[config.mk]
export PLATFORM = sky130hd
export DESIGN_NAME = counter_mod
export DESIGN_NICKNAME = d
export VERILOG_FILES = /design/src/rtl/counter_pkg.sv /design/src/rtl/counter_prescaler.sv /design/src/rtl/counter_mod.sv
export SDC_FILE = /design/constraint.sdc
export NUM_CORES = 1
export LEC_CHECK = 0
export BUFFER_PORTS_ARGS = -buffer_cell sky130_fd_sc_hd__buf_2
export CORE_AREA = 4 4 41 43
export CTS_CLUSTER_SIZE = 25
export DETAILED_ROUTE_END_ITERATION = 7
export DIE_AREA = 0 0 45 47
export PLACE_DENSITY = 0.43
export SLEW_MARGIN = 15
export SYNTH_ARGS = -nofsm -noshare
export SYNTH_HDL_FRONTEND = slang
export SYNTH_SLANG_ARGS = --single-unit
[constraint.sdc]
create_clock -name clk -period 1.75 [get_ports clk]
set_input_delay 0.35 -clock clk [delete_from_list [all_inputs] [get_ports clk]]
set_output_delay 0.35 -clock clk [all_outputs]
set_load 0.01 [all_outputs]
[src/rtl/counter_pkg.sv]
// counter_pkg: shared helpers and mode encodings for counter_mod
package counter_pkg;
  localparam int MODE_WRAP = 0;
  localparam int MODE_SAT = 1;
  function automatic int clog2(input int n);
    int r;
    r = 0;
    for (int i = 0; i < 31; i++) r = ((1 << i) < n) ? i + 1 : r;
    return (r < 1) ? 1 : r;
  endfunction
endpackage

[src/rtl/counter_prescaler.sv]
// counter_prescaler: emits one step every PRESCALE enabled cycles
module counter_prescaler
  import counter_pkg::*;
#(
  parameter int PRESCALE = 1
) (
  input  logic clk,
  input  logic rst,
  input  logic en,
  input  logic sclr,
  output logic step
);
  localparam int PW = clog2(PRESCALE);
  localparam logic [PW-1:0] LAST = PW'(PRESCALE - 1);
  logic [PW-1:0] pc_q, pc_d;
  always_comb begin
    step = en && (pc_q == LAST);
    pc_d = (sclr || step) ? '0 : en ? pc_q + PW'(1) : pc_q;
  end
  always_ff @(posedge clk) begin
    if (rst) pc_q <= '0;
    else pc_q <= pc_d;
  end
endmodule

[src/rtl/counter_mod.sv]
// counter_mod: parametrised up/down modulo counter with prescaler, clear, load and terminal-count pulse
module counter_mod
  import counter_pkg::*;
#(
  parameter int WIDTH = 2,
  parameter int MAX = 2 ** WIDTH - 1,
  parameter int PRESCALE = 1,
  parameter int SATURATE = MODE_WRAP
) (
  input  logic             clk,
  input  logic             rst,
  input  logic             en,
  input  logic             up,
  input  logic             clear,
  input  logic             load,
  input  logic [WIDTH-1:0] load_val,
  output logic [WIDTH-1:0] val,
  output logic             tc,
  output logic             at_lim
);
  localparam logic [WIDTH-1:0] MAXV = WIDTH'(MAX);
  logic [WIDTH-1:0] val_q, val_d, nxt;
  logic tc_q, tc_d, step;
  counter_prescaler #(.PRESCALE(PRESCALE)) u_pre (
    .clk (clk),
    .rst (rst),
    .en  (en),
    .sclr(clear | load),
    .step(step)
  );
  always_comb begin
    at_lim = up ? (val_q == MAXV) : (val_q == '0);
    // At a limit: saturate holds, wrap jumps to the opposite end of 0..MAX
    nxt = at_lim ? ((SATURATE == MODE_SAT) ? val_q : (up ? '0 : MAXV))
                 : (up ? val_q + WIDTH'(1) : val_q - WIDTH'(1));
    val_d = clear ? '0 : load ? ((load_val > MAXV) ? MAXV : load_val) : step ? nxt : val_q;
    tc_d = !clear && !load && step && at_lim;
  end
  always_ff @(posedge clk) begin
    if (rst) begin
      val_q <= '0;
      tc_q <= 1'b0;
    end else begin
      val_q <= val_d;
      tc_q <= tc_d;
    end
  end
  assign val = val_q;
  assign tc = tc_q;
endmodule

# --- Word level (Yosys, flattened, before mapping) ---
# Index checks and enable logic that the tools add are counted.
word_totals:
  reg_bits: 4
  inputBits: 8
  out_inout_bits: 4
  word_cells: 28
op_classes:
  add_sub_neg: 3
  n_lt_le_gt_ge: 1
  eq_ne: 1
  n_mux: 7
  bitwise: 2
  n_reduce_logical: 11
ops:
  columns: ["op", "n"]
  rows:
  - ["2-bit 2-to-1 mux", 6]
  - ["1-bit logical AND", 4]
  - ["2-bit OR reduction", 2]
  - ["2-bit by 1-bit adder with 2-bit output, second input constant", 1]
  - ["2-bit == test, second input constant", 1]
  - ["2-bit greater-than comparator, second input constant", 1]
  - ["1-bit logical NOT", 2]
  - ["2-bit logical NOT", 1]
  - ["2-bit nonzero test", 1]
  - ["2-bit by 1-bit subtractor with 2-bit output, second input constant", 1]
  - ["1-bit adder, second input constant", 1]
  - ["1-bit logical OR", 1]
  - ["1-bit 2-to-1 mux", 1]
  - ["1-bit NOT", 1]
  - ["1-bit OR", 1]

# --- Depth between registers and ports, before layout ---
logic_depth:
  depth_word: 5
  mapped_depth: 3
  depth_no_buf: 3

# --- By module ---
# From an unflattened synthesis, not the netlist that was laid out.
hier_totals:
  hier_cells: 23
  area_unflattened_um2: 205.2
modules_own_cells:
  columns: ["mod", "n_inst", "cells_per_inst", "area_each_um2", "seq_area_each_um2"]
  rows:
  - ["counter_mod", 1, 20, 163.9, 60.1]
  - ["counter_prescaler", 1, 3, 41.3, 20.0]

# --- Least setup slack after synthesis ---
# OpenSTA, ideal clock, no wires.
synth_timing:
  path_kind: "register to output"
  start: "register val_q[0], in the netlist val[0]"
  end: "output at_lim"
  arrival_time_ns: 0.872
  slack_ns: 0.528
  path_stages_with_launch: 3
  n_path_buf: 0
  path_cell_list: "dfxtp_1 or3_4 nand2_1"
synth_between:
  elab_chain_len: 2
  word_cells_on_any_way: 3
  classes_between: "eq/ne: 1; mux: 1; reduce/logical: 1"
synth_lines:
  columns: ["element", "line_no", "text"]
  rows:
  - ["start: declaration", "counter_mod.sv:22", "logic [WIDTH-1:0] val_q, val_d, nxt;"]
  - ["start signal: assignment", "counter_mod.sv:44", "val_q <= val_d;"]
  - ["2-bit == test or 2-bit logical NOT (tied branches)", "counter_mod.sv:32", "at_lim = up ? (val_q == MAXV) : (val_q == '0);"]
  - ["1-bit 2-to-1 mux (*)", "counter_mod.sv:32", null]
  - ["end: declaration", "counter_mod.sv:19", "output logic at_lim"]
# Mark *: on every way between the ends. The rest lies on a longest branch, timed or not.

# --- Worst setup path in the final report ---
# Same ends and word-level chain as after synthesis.

==> results.cfg <==
[power_and_ir_drop]
p_leak_uw = 0.0001368
p_clk_frac = 0.460
p_int_uw = 189.5
p_per_area_mw_per_mm2 = 826.0
p_sw_uw = 61.68
swShare = 0.2456
finalPower_uw = 251.1
seqPwrFrac = 0.389
vdd_drop_max_v = 0.0002654
pwr-share-comb = 0.151

[finish]
drive_gt1_frac = 0.4571
diodes = 0
fin_nets = 45
nFillCells = 166
area_growth_pct = 46.39
final_common_cell = buf_2
ff_latch_area_um2 = 80.08
multi_input_area_um2 = 123.9
final_cell_mix = buf_2 (11), dfxtp_1 (4), clkbuf_4 (3)
stdcell_count = 50

[drt]
avgRoutedWirePerCell_um = 9.480
dr.pass1.iters = 2
drt-total-wl_um = 474
antenna_left = 0
drt-initial-drc-count = 1
drc = 0
vias = 207
vias_per_cell = 4.140

[worst_setup_path]
cp_cell_sequence = or3_4 > nand2_1 > buf_2
rr_worst_depth = 2
cp.required_ns = 1.40
crit_path_top_delay_cell = or3_4
crit_path_start_kind = flop
reg2reg_to = tc
crit_fanout = 5
r2r_setup_slack_ns = 0.59
cp-end-kind = output pin
arrival_ns = 1.17
crit-reg2reg-launch = val[0]
critPathKind = flop to output pin
max_stage_delay_ns = 0.40
cp_num_buf_inv = 1
cp_top_family = simple AND/OR/NAND/NOR gates

[logic_synthesis]
netlist_area_um2 = 207.7
ys_seq_area_frac = 0.3855
synth-xor-area-share = 0.08434
synth_top_area_cell = dfxtp_1
syn_avg_cell_area_um2 = 9.890
yosys_warnings = 0
yosys-top-cells-area = dfxtp_1 (39%), a2111oi_4 (13%), xor2_1 (8.4%)
synth-compound-area-share = 0.2470
yosys.area_share.adder = 0
syn_nets = 29
synth_simple_gate_area_frac = 0.2651
synth_top_family_by_area = simple AND/OR/NAND/NOR gates
synth_top_area_share = 0.3855
netlist-cell-type-count = 15
netlist_instances = 21
synthMuxAreaShare = 0
synth_seq_cells = 4

[hold_path]
min_to = u_pre.pc_q
whs_path_depth = 2
holdCritStartpoint = en
hold_path.class = primary input to flop

[clocking]
post_cts_buffers = 0
clk_pin_slew_ns = 0.04
clk_latency_ns = 0.24
cts-root-buf = clkbuf_4
cts_made_buffers = 3
h-tree-depth = 1
clock_sink_count = 4
cts_tree = done
clock_path_buffers = 2
hold_buffers = 0
cts-resized-gates = 0

[place]
port_buffers = 11
gp_congestion = 0.6086
place_inst = 47
dp_hpwl_um = 366.2
pre_cts_ws_ns = 0.3881

[sta]
min_period_ns = 1.520
period_share = 0.8686
setup_tns_ns = 0
worst_slew_pin_slew_ns = 0.2234
rsz0062_at_grt = false
finClkSkew_ns = 0.003538
final-setup-viol-count = 0
worst_slack_ns = 0.2299
drv_slew = 0
finalHoldViolCount = 0
fmax_ghz = 0.6579
slew_headroom = 0.8490

[floorplan]
placementRows = 13
start_util = 0.1596
die_area_mm2 = 0.002115
coreArea_mm2 = 0.001301
die_width_um = 45
ios = 12
die_h_um = 47

[grt]
grt_overflow = 0
grt_use_total = 0.05687
grt_pass1_wl_um = 772
grt_max_degree = 6
grt_antenna_before_repair = 0
grt_pass1_vias = 211

[flow_run]
maxCapViolCount = 0

[status]
status = complete, no violations
through the flow:
step | utilization | area [µm²] | hold slack (ns)
6_report | 0.2337 | 304.0 | 0.2954
5_1_grt | 0.2337 | 304.0 | 0.3069
4_1_cts | 0.2337 | 304.0 | 0.2908
3_5_place_dp | 0.2163 | 281.5 | 0.4648
3_3_place_gp | 0.2163 | 281.5 | 0.4667
2_1_floorplan | - | 207.7 | 0.4143
layer usage:
metal,up-vias,part of all wire,wire [µm],GRT usage
met5,-,0,0,0
met3,5,0.12,55,0.03831
met1,88,0.39,186,0.04318
met2,10,0.44,209,0.08757
met4,0,0.049,23,0.07018
li1,104,-,-,-
how the worst max path moves through the flow:
stage	from	to	slack, ns	cells past startpoint
6_report	val[0]	at_lim	0.23	3
5_1_grt	val[0]	at_lim	0.18	3
4_1_cts	val[0]	at_lim	0.21	3
3_5_place_dp	up	at_lim	0.39	4
3_3_place_gp	up	at_lim	0.39	4
2_1_floorplan	val[0]	at_lim	0.53	2
cells by family after synthesis:
| logic type | count (synthesis) |
|---|---|
| buf+inv | 1 |
| flops | 4 |
| xor+xnor | 2 |
| simple gates | 9 |
| compound gates | 5 |
registers in the layout, indices dropped and copies added (netlist names):
register	count
val	2
u_pre.pc_q	1
tc	1
power by group through the flow:
stage                     Clock [µW]  Combinational (µW)  Sequential (µW)
after detailed placement           0                38.1             99.2
final                            116                37.9             97.7
after floorplan                    0                19.5              100
after global placement             0                38.2             99.3
after CTS                        120                38.7             97.8
after global routing             124                43.2             98.1
final cells by class:
type	instances	area share
Timing Repair Buffer	11	0.1811
Sequential cell	4	0.2634
Clock buffer	3	0.07407
Tap cell	15	0.06173
Multi-Input combinational cell	16	0.4074
Inverter	1	0.01235
synthesized netlist by cell type, drive strengths merged:
cell type,instances
a2111oi,1
a211oi,1
a31oi,1
dfxtp,4
inv,1
nand2,1
nand2b,1
nand3,1
nor2,2
nor4b,1
o21ai,2
or2,1
or3,2
xor2,2
Power figures use the tool's default switching activity.
